**src/rtl/rf_sb_multiport_pkg.sv**
```systemverilog
// Shared definitions for the multiport register file: clear-engine state encoding and port slicing.
// Optional feature macro used by the top: RF_BYPASS_EN (write-to-read bypass).
`ifndef RF_PKG_MACROS
`define RF_PKG_MACROS
`define RF_SLICE(vec, idx, w) vec[(idx)*(w) +: (w)]
`endif

package rf_pkg;
  typedef enum logic [0:0] {
    ST_IDLE  = 1'b0,
    ST_CLEAR = 1'b1
  } rf_state_e;
endpackage

```
**src/rtl/rf_sb_multiport_if.sv**
```systemverilog
// Decode/writeback bus of the register file: write port, read ports, reservation and bulk clear.
interface rf_sb_multiport_if #(
  parameter int WIDTH = 32,
  parameter int DEPTH = 32,
  parameter int NRD   = 2
);
  localparam int AW = $clog2(DEPTH);

  logic                 we;
  logic [AW-1:0]        wa;
  logic [WIDTH-1:0]     wd;
  logic [NRD*AW-1:0]    ra;
  logic [NRD*WIDTH-1:0] rd;
  logic [NRD-1:0]       rbusy;
  logic                 rsv;
  logic [AW-1:0]        rsv_a;
  logic                 clr_start;
  logic                 clr_busy;

  modport master (
    output we, wa, wd, ra, rsv, rsv_a, clr_start,
    input  rd, rbusy, clr_busy
  );

  modport slave (
    input  we, wa, wd, ra, rsv, rsv_a, clr_start,
    output rd, rbusy, clr_busy
  );
endinterface

```
**src/rtl/rf_sb_multiport_clear_fsm.sv**
```systemverilog
// Sequential bulk-clear engine: walks every register address once, one per cycle.
module rf_clear_fsm
  import rf_pkg::*;
#(
  parameter int DEPTH = 32
) (
  input  logic                     clk,
  input  logic                     reset,
  input  logic                     i_start,
  output logic                     o_busy,
  output logic                     o_clr_we,
  output logic [$clog2(DEPTH)-1:0] o_clr_addr
);
  localparam int AW = $clog2(DEPTH);
  localparam logic [AW-1:0] LAST = AW'(DEPTH - 1);

  rf_state_e     r_state;
  logic [AW-1:0] r_cnt;
  logic          r_busy;

  always_ff @(posedge clk) begin
    if (reset) begin
      r_state <= ST_IDLE;
      r_cnt   <= '0;
      r_busy  <= 1'b0;
    end else begin
      case (r_state)
        ST_IDLE: begin
          if (i_start) begin
            r_state <= ST_CLEAR;
            r_cnt   <= '0;
            r_busy  <= 1'b1;
          end
        end
        ST_CLEAR: begin
          r_cnt <= r_cnt + 1'b1;
          // Leave on the edge that clears the last address.
          if (r_cnt == LAST) begin
            r_state <= ST_IDLE;
            r_busy  <= 1'b0;
          end
        end
        default: begin
          r_state <= ST_IDLE;
          r_busy  <= 1'b0;
        end
      endcase
    end
  end

  assign o_busy     = r_busy;
  assign o_clr_we   = r_busy;
  assign o_clr_addr = r_cnt;
endmodule

```
**src/rtl/rf_sb_multiport.sv**
```systemverilog
// Multiport register file with per-register pending bits and a bulk-clear engine.
// Define RF_BYPASS_EN to forward same-cycle write data to matching read ports.
module rf_sb_multiport
  import rf_pkg::*;
#(
  parameter int WIDTH    = 32,
  parameter int DEPTH    = 32,
  parameter int NRD      = 2,
  parameter int ZERO_REG = 1
) (
  input  logic              clk,
  input  logic              reset,
  rf_sb_multiport_if.slave  bus
);
  localparam int AW = $clog2(DEPTH);

  logic [WIDTH-1:0]     r_mem [DEPTH];
  logic [DEPTH-1:0]     r_pend;

  logic                 w_clr_busy;
  logic                 w_clr_we;
  logic [AW-1:0]        w_clr_addr;
  logic                 w_wr_ok;
  logic                 w_rsv_ok;
  logic [AW-1:0]        w_ra;
  logic [NRD*WIDTH-1:0] w_rd;
  logic [NRD-1:0]       w_rbusy;

  rf_clear_fsm #(.DEPTH(DEPTH)) u_clear (
    .clk        (clk),
    .reset      (reset),
    .i_start    (bus.clr_start),
    .o_busy     (w_clr_busy),
    .o_clr_we   (w_clr_we),
    .o_clr_addr (w_clr_addr)
  );

  // Register 0 is hard-wired when ZERO_REG is set: no writes, no reservations.
  assign w_wr_ok  = bus.we  && !((ZERO_REG != 0) && (bus.wa == '0));
  assign w_rsv_ok = bus.rsv && !((ZERO_REG != 0) && (bus.rsv_a == '0));

  always_ff @(posedge clk) begin
    if (reset) begin
      for (int i = 0; i < DEPTH; i++) r_mem[i] <= '0;
      r_pend <= '0;
    end else if (w_clr_we) begin
      r_mem[w_clr_addr]  <= '0;
      r_pend[w_clr_addr] <= 1'b0;
    end else begin
      if (w_wr_ok) begin
        r_mem[bus.wa]  <= bus.wd;
        r_pend[bus.wa] <= 1'b0;
      end
      // Reservation is younger than the retiring write, so it wins on a shared address.
      if (w_rsv_ok) r_pend[bus.rsv_a] <= 1'b1;
    end
  end

  always_comb begin
    w_rd    = '0;
    w_rbusy = '0;
    w_ra    = '0;
    for (int i = 0; i < NRD; i++) begin
      w_ra = `RF_SLICE(bus.ra, i, AW);
      if (w_clr_busy || ((ZERO_REG != 0) && (w_ra == '0))) begin
        `RF_SLICE(w_rd, i, WIDTH) = '0;
        w_rbusy[i]                = 1'b0;
`ifdef RF_BYPASS_EN
      end else if (w_wr_ok && (w_ra == bus.wa)) begin
        `RF_SLICE(w_rd, i, WIDTH) = bus.wd;
        w_rbusy[i]                = 1'b0;
`endif
      end else begin
        `RF_SLICE(w_rd, i, WIDTH) = r_mem[w_ra];
        w_rbusy[i]                = r_pend[w_ra];
      end
    end
  end

  assign bus.rd       = w_rd;
  assign bus.rbusy    = w_rbusy;
  assign bus.clr_busy = w_clr_busy;
endmodule

```
**src/flat_wrapper.sv**
```systemverilog
// flat-port wrapper written by rule: the top's interface ports become plain ports
module rf_sb_multiport_flat import rf_pkg::*;
#(
  parameter int WIDTH    = 32,
  parameter int DEPTH    = 32,
  parameter int NRD      = 2,
  parameter int ZERO_REG = 1
)
  (clk, reset, bus_we, bus_wa, bus_wd, bus_ra, bus_rsv, bus_rsv_a, bus_clr_start, bus_rd, bus_rbusy, bus_clr_busy);
  rf_sb_multiport_if #(.WIDTH(WIDTH), .DEPTH(DEPTH), .NRD(NRD)) bus_i ();
  input  logic clk;
  input  logic reset;
  input wire logic [$bits(bus_i.we)-1:0] bus_we;
  input wire logic [$bits(bus_i.wa)-1:0] bus_wa;
  input wire logic [$bits(bus_i.wd)-1:0] bus_wd;
  input wire logic [$bits(bus_i.ra)-1:0] bus_ra;
  input wire logic [$bits(bus_i.rsv)-1:0] bus_rsv;
  input wire logic [$bits(bus_i.rsv_a)-1:0] bus_rsv_a;
  input wire logic [$bits(bus_i.clr_start)-1:0] bus_clr_start;
  output wire logic [$bits(bus_i.rd)-1:0] bus_rd;
  output wire logic [$bits(bus_i.rbusy)-1:0] bus_rbusy;
  output wire logic [$bits(bus_i.clr_busy)-1:0] bus_clr_busy;
  assign bus_i.we = bus_we;
  assign bus_i.wa = bus_wa;
  assign bus_i.wd = bus_wd;
  assign bus_i.ra = bus_ra;
  assign bus_i.rsv = bus_rsv;
  assign bus_i.rsv_a = bus_rsv_a;
  assign bus_i.clr_start = bus_clr_start;
  assign bus_rd = bus_i.rd;
  assign bus_rbusy = bus_i.rbusy;
  assign bus_clr_busy = bus_i.clr_busy;
  rf_sb_multiport #(.WIDTH(WIDTH), .DEPTH(DEPTH), .NRD(NRD), .ZERO_REG(ZERO_REG)) u_core (.clk(clk), .reset(reset), .bus(bus_i));
endmodule
```
**config.mk**
```make
export PLATFORM = sky130hd
export DESIGN_NAME = rf_sb_multiport_flat
export DESIGN_NICKNAME = d
export VERILOG_FILES = /design/src/rtl/rf_sb_multiport_pkg.sv /design/src/rtl/rf_sb_multiport_if.sv /design/src/rtl/rf_sb_multiport_clear_fsm.sv /design/src/rtl/rf_sb_multiport.sv /design/src/flat_wrapper.sv
export SDC_FILE = /design/constraint.sdc
export NUM_CORES = 2
export LEC_CHECK = 0
export CAP_MARGIN = 25
export CORE_MARGIN = 1.5
export CORE_UTILIZATION = 46
export DETAILED_ROUTE_END_ITERATION = 6
export SYNTH_ARGS = -nofsm -noshare
export SYNTH_HDL_FRONTEND = slang
export SYNTH_SLANG_ARGS = --single-unit
```
**constraint.sdc**
```tcl
create_clock -name clk -period 10.3 [get_ports clk]
set_input_delay 2.06 -clock clk [delete_from_list [all_inputs] [get_ports clk]]
set_output_delay 2.06 -clock clk [all_outputs]
set_load 0.03 [all_outputs]
```
* Word-level counts from Yosys, hierarchy flattened
Memory sizes are Yosys's and may differ from the RTL's. Cells that the tools add are included.
Word-level totals: register bits after elaboration 39, output and inout port bits 67, bits in read-only memories 0, word-level logic and storage cells 81, latch bits 0, input port bits 57, memories kept 1, memory bits (writable) 1024
Memory list:
- u_core.r_mem | words 32, bits a word 32, read ports 2, clocked after Yosys merged registers in 0, wr ports 32, line rf_sb_multiport.sv:17 | logic [WIDTH-1:0] r_mem [DEPTH];
Operators by class: reduce and logical (&&, ||, !) cells 16, $mul 0, $add $sub $neg 1, shift-type cells 0, bitwise logic cells 6, eq/ne operators 3, mux-type cells 42, magnitude comparators 8, divide/modulo/power cells 0
Operators by type and width (number):
- 2-to-1 mux 32 bit | 9
- bitwise AND 32 bit | 2
- inverter 32 bit | 2
- OR reduction 32 bit | 2
- bitwise OR 32 bit | 1
- < comparator 5 x 6 -> 1 bit, second input constant | 5
- 2-to-1 mux 1 bit | 22
- logical NOT 5 bit | 4
- demux 1 bit (select 5 bit) | 3
- >= comparator 5 x 1 -> 1 bit, second input constant | 3
- 2-to-1 mux 5 bit | 3
- binary-select mux 1 bit (select 5 bit) | 2
- one-hot mux 5 bit (2 select lines) | 1
- adder 5 x 1 -> 5 bit, second input constant | 1
- equality test 5 bit, second input constant | 1
- logical AND 1 bit | 5
- one-hot mux 1 bit (2 select lines) | 2
- logical NOT 1 bit | 2
- logical OR 1 bit | 2
- != test 2 x 1 -> 1 bit, second input constant | 1
- != test 2 bit, second input constant | 1
- AND reduction 2 bit | 1
- inverter 1 bit | 1

* Logic depth before layout (Yosys ltp)
word-level depth 12, gate-level depth with buffers 9, mapped depth without buffers 7

* Cells and area by module
From an unflattened synthesis, not the netlist that was laid out.
Second synthesis, totals: cells, all modules 4495, area total of the unflattened synthesis 56402.8 um2
Modules (own cells, without submodules):
- rf_sb_multiport | cells an instance 4459, instances 1, sequential area each 31390.1 um2, area an instance 56076.3 um2
- rf_clear_fsm | cells an instance 36, instances 1, sequential area each 140.1 um2, area an instance 326.6 um2

* Worst setup path after synthesis
Ideal clock, no wire load.
kind input to output, from in bus_ra[7], to out bus_rd[33], stages 6, required time 8.240 ns, path buffers 4, data arrival time 4.148 ns, path slack 4.092 ns, cell sequence clkbuf_1 > buf_1 > clkbuf_1 > clkbuf_1 > a211oi_1 > nor3_1
Between the ends: cells in the longest elaborated chain, start to end 3, elaborated cells on any way between the ends 4, those cells by class 1 x mux; 2 x reduce/logical; 1 x memory
Ends and longest elaborated chain:
- from (decl) | line flat_wrapper.sv:16 | input wire logic [$bits(bus_i.ra)-1:0] bus_ra;
- branches (longest 2 deep; another with memory (32 x 32 bit))
- 2-to-1 mux 32 bit * | line rf_sb_multiport.sv:65 | if (w_clr_busy || ((ZERO_REG != 0) && (w_ra == '0))) begin
- to (decl) | line flat_wrapper.sv:20 | output wire logic [$bits(bus_i.rd)-1:0] bus_rd;
Mark *: on every way between the ends.

* Worst setup path after layout
from in bus_ra[9], to out bus_rd[49]
The elaborated chain is that of the path after synthesis.

==> flow_metrics.py <==
metrics = {
    "global_route": {
        "antenna_found_initial": 11,
        "grt-ovfl-total": 0,
        "grt_max_degree": 165,
        "grt_usage_pct": 34.5,
        "grt_pass1_vias": 41000,
        "grt_pass1_wl_mm": 310,
    },
    "floorplan": {
        "die_w_um": 356,
        "ios": 124,
        "dieArea_um2": 127000,
        "core_area_um2": 124000,
        "initial_core_util_pct": 46.4,
        "std_cell_rows": 129,
        "die_h_um": 356,
    },
    "worst_setup_path": {
        "path_buf_inv": 2,
        "cp_cell_sequence": "buf_2 -> or3b_2 -> o22ai_1 -> a211o_1 -> a31oi_1 -> clkdlybuf4s50_1",
        "worstSetupPathType": "in2out",
        "arrival_ps": 5800,
        "max_stage_delay_ps": 960,
        "critPathLaunchType": "primary input",
        "cp_slowest_cell": "or3b_2",
        "crit_required_ps": 8240,
        "cp_top_family": "buffers and inverters",
        "path_max_fanout": 23,
        "end_kind": "output port",
    },
    "run_status": {
        "status": "complete, but fails checks",
        "failed_checks": "design-rule violations",
    },
    "final_layout": {
        "area_growth_pct": 11.7,
        "drive_gt1_share_pct": 20.1,
        "finalNonFillerCells": 5836,
        "finalNetCount": 4169,
        "stdcell_area_um2": 64100,
        "final_core_util_pct": 51.8,
    },
    "placement": {
        "gp_congestion": 0.858,
        "placed_cells": 5625,
        "hpwl_mm": 117,
        "post_dp_cell_area_um2": 60400,
        "place.port_buffers": 123,
    },
    "timing": {
        "relSlewSlack_pct": 20.9,
        "hold_viol_final": 0,
        "finClkSkew_ps": 38.6,
        "slew_violations": 0,
        "fin_crit_ps": 7860,
        "max_slew.worst_pin.slew_ps": 1190,
        "max_freq_ghz": 0.127,
        "rsz0062_at_grt": "no",
        "finalSetupViolations": 0,
        "tns_ps": 0,
        "finalCritPeriodShare_pct": 76.3,
    },
    "cts": {
        "cts_resized": 0,
        "root_buffer": "clkbuf_16",
        "cts_hold_buf": 0,
        "cts_setup_buffers": 0,
        "cts.path.max_buffers": 3,
        "cts_tree": "done",
        "clkTransAtPathRegs_ps": 60,
        "cts_max_level": 3,
        "cts_num_sinks": 1063,
        "cts_buffers": 111,
        "worstSkewPairLatency_ps": 720,
    },
    "synthesis": {
        "synth-seq-cells": 1063,
        "synthTopCellsByCount": "edfxtp_1 (1024), nor3_1 (468), mux4_2 (452), nand2_1 (296), mux2i_1 (295)",
        "synth_edf_count": 1024,
        "synth_cell_types": 61,
        "ys.flop_type": "edfxtp_1",
        "synth.cell_area_um2": 57400,
        "synth_top_cell_by_area": "edfxtp_1",
        "ys_top_cells_by_area": "edfxtp_1 (54%), mux4_2 (18%), mux2i_1 (5.1%), nor3_1 (4.1%), a211oi_1 (2.6%)",
        "yosysWarnings": 0,
        "avgSynthCellArea_um2": 13.7,
        "synthDominantCellAreaShare_pct": 53.6,
        "yosysMostFrequentCell": "edfxtp_1",
        "syn_inst": 4192,
        "yosysSeqAreaShare_pct": 54.9,
        "async_flop_share_pct": 0,
    },
    "power": {
        "p_leak_nw": 20.8,
        "ir_worst_vdd_mv": 0.130,
        "swShare_pct": 26.5,
        "seqPwrFrac_pct": 47.2,
        "total_power_mw": 10.5,
        "p_int_mw": 7.75,
        "power.switching_mw": 2.79,
        "pwr-share-comb_pct": 13.8,
        "p_per_area_nw_per_um2": 164,
        "pwr-share-clk_pct": 39.0,
    },
    "routing": {
        "initialDrtViolationCount": 6661,
        "vias": 41900,
        "drt_wl_total_mm": 221,
        "first_pass_iters": 7,
        "routed_via_density": 7.18,
        "post_drt_wl_per_cell_um": 37.8,
        "ant_nets": 0,
        "drc": 18,
    },
    "hold_path": {
        "hold_class": "reg2reg",
    },
    "run": {
        "maxCapViolCount": 0,
    },
}
stage by stage:
stage	hold slack (ps)	setup slack, ps
after floorplan	416	4090
after global placement	445	2590
after detailed placement	442	2620
after CTS	450	2600
after global routing	484	2380
final	449	2440
per-layer routing:
layer  up-vias  share of wire (%)  GRT usage [%]  routed length [um]
met4         8                4.7           15.7               10400
met2      3129                 45           52.7               99900
met5         -              0.030              0                  67
met1     21600                 38           47.4               83000
li1      16600                  -              -                   -
met3       533                 12           7.54               27400
cell usage in the layout (no fill, tap or decap), types with 19 or more instances in the layout:
| cell type | count |
|---|---|
| a211o_1 | 23 |
| a211oi_1 | 200 |
| a21oi_1 | 93 |
| a22oi_1 | 79 |
| a31o_4 | 19 |
| a31oi_1 | 23 |
| and2_1 | 68 |
| buf_4 | 80 |
| clkbuf_1 | 26 |
| clkbuf_16 | 115 |
| clkdlybuf4s50_1 | 114 |
| clkinv_1 | 28 |
| conb_1 | 32 |
| dfxtp_1 | 38 |
| edfxtp_1 | 1024 |
| mux2_2 | 40 |
| mux2i_1 | 295 |
| mux4_2 | 452 |
| nand2_1 | 295 |
| nand3_1 | 73 |
| nor2_1 | 273 |
| nor3_1 | 468 |
| o221ai_1 | 35 |
| o22a_1 | 25 |
| o22ai_1 | 33 |
kinds of logic (layout without fill, tap and decap cells):
| logic type | Yosys count | after routing | share of synthesized area [%] |
|---|---|---|---|
| other | 1 | 36 | 0.00653 |
| AOI/OAI and AO/OA | 588 | 588 | 7.43 |
| muxes | 787 | 787 | 23.7 |
| buffers and inverters | 459 | 431 | 3.33 |
| and+or+nand+nor | 1289 | 1289 | 10.5 |
| DFF | 1063 | 1063 | 54.9 |
| adders and majority gates | 5 | 5 | 0.109 |
area by class of cell:
type,count,area (um2)
antenna,4,10.0
clock buffer,142,2990
clock inverter,59,607
fill,10400,59700
inverter,6,22.5
multi-input combinational,2701,24600
sequential,1063,31500
tap,1637,2050
timing repair buffer,224,2330
state kept, by name (all words and copies together), names as in the netlist:
| signal | cells |
|---|---|
| u_core.r_pend | 32 |
| u_core.u_clear.o_busy | 1 |
| u_core.u_clear.o_clr_addr | 5 |
| u_core.u_clear.r_state | 1 |
| u_core.r_mem | 1024 |
tightest hold or removal path: cells and delay by family, from the launching register on:
| kind | cells | cell delay [ps] |
|---|---|---|
| DFF | 1 | 320 |
| buffers and inverters | 1 | 50 |
| AOI/OAI and AO/OA | 1 | 30 |
power by group through the flow:
| stage | clock [mW] | combinational [mW] | sequential, mW |
|---|---|---|---|
| after global routing | 4.27 | 1.48 | 4.99 |
| after floorplan | 0 | 0.838 | 5.02 |
| after global placement | 0 | 1.41 | 5.06 |
| after CTS | 4.12 | 1.42 | 4.97 |
| final | 4.11 | 1.45 | 4.98 |
| after detailed placement | 0 | 1.41 | 5.06 |
worst paths after layout:
path                                 startpoint                           endpoint  slack [ps]  depth (start not counted)
max                                   bus_ra[9]                         bus_rd[49]        2440                          6
min                 u_core.r_pend[0]$_SDFF_PP0_        u_core.r_pend[0]$_SDFF_PP0_         450                          2
max reg2reg  u_core.u_clear.o_busy$_SDFFE_PP0P_  u_core.r_mem[10][9]$_SDFFCE_PN0P_        5340                          7
min reg2reg         u_core.r_pend[0]$_SDFF_PP0_        u_core.r_pend[0]$_SDFF_PP0_         450                          2
(Power assumes the default switching activity.)
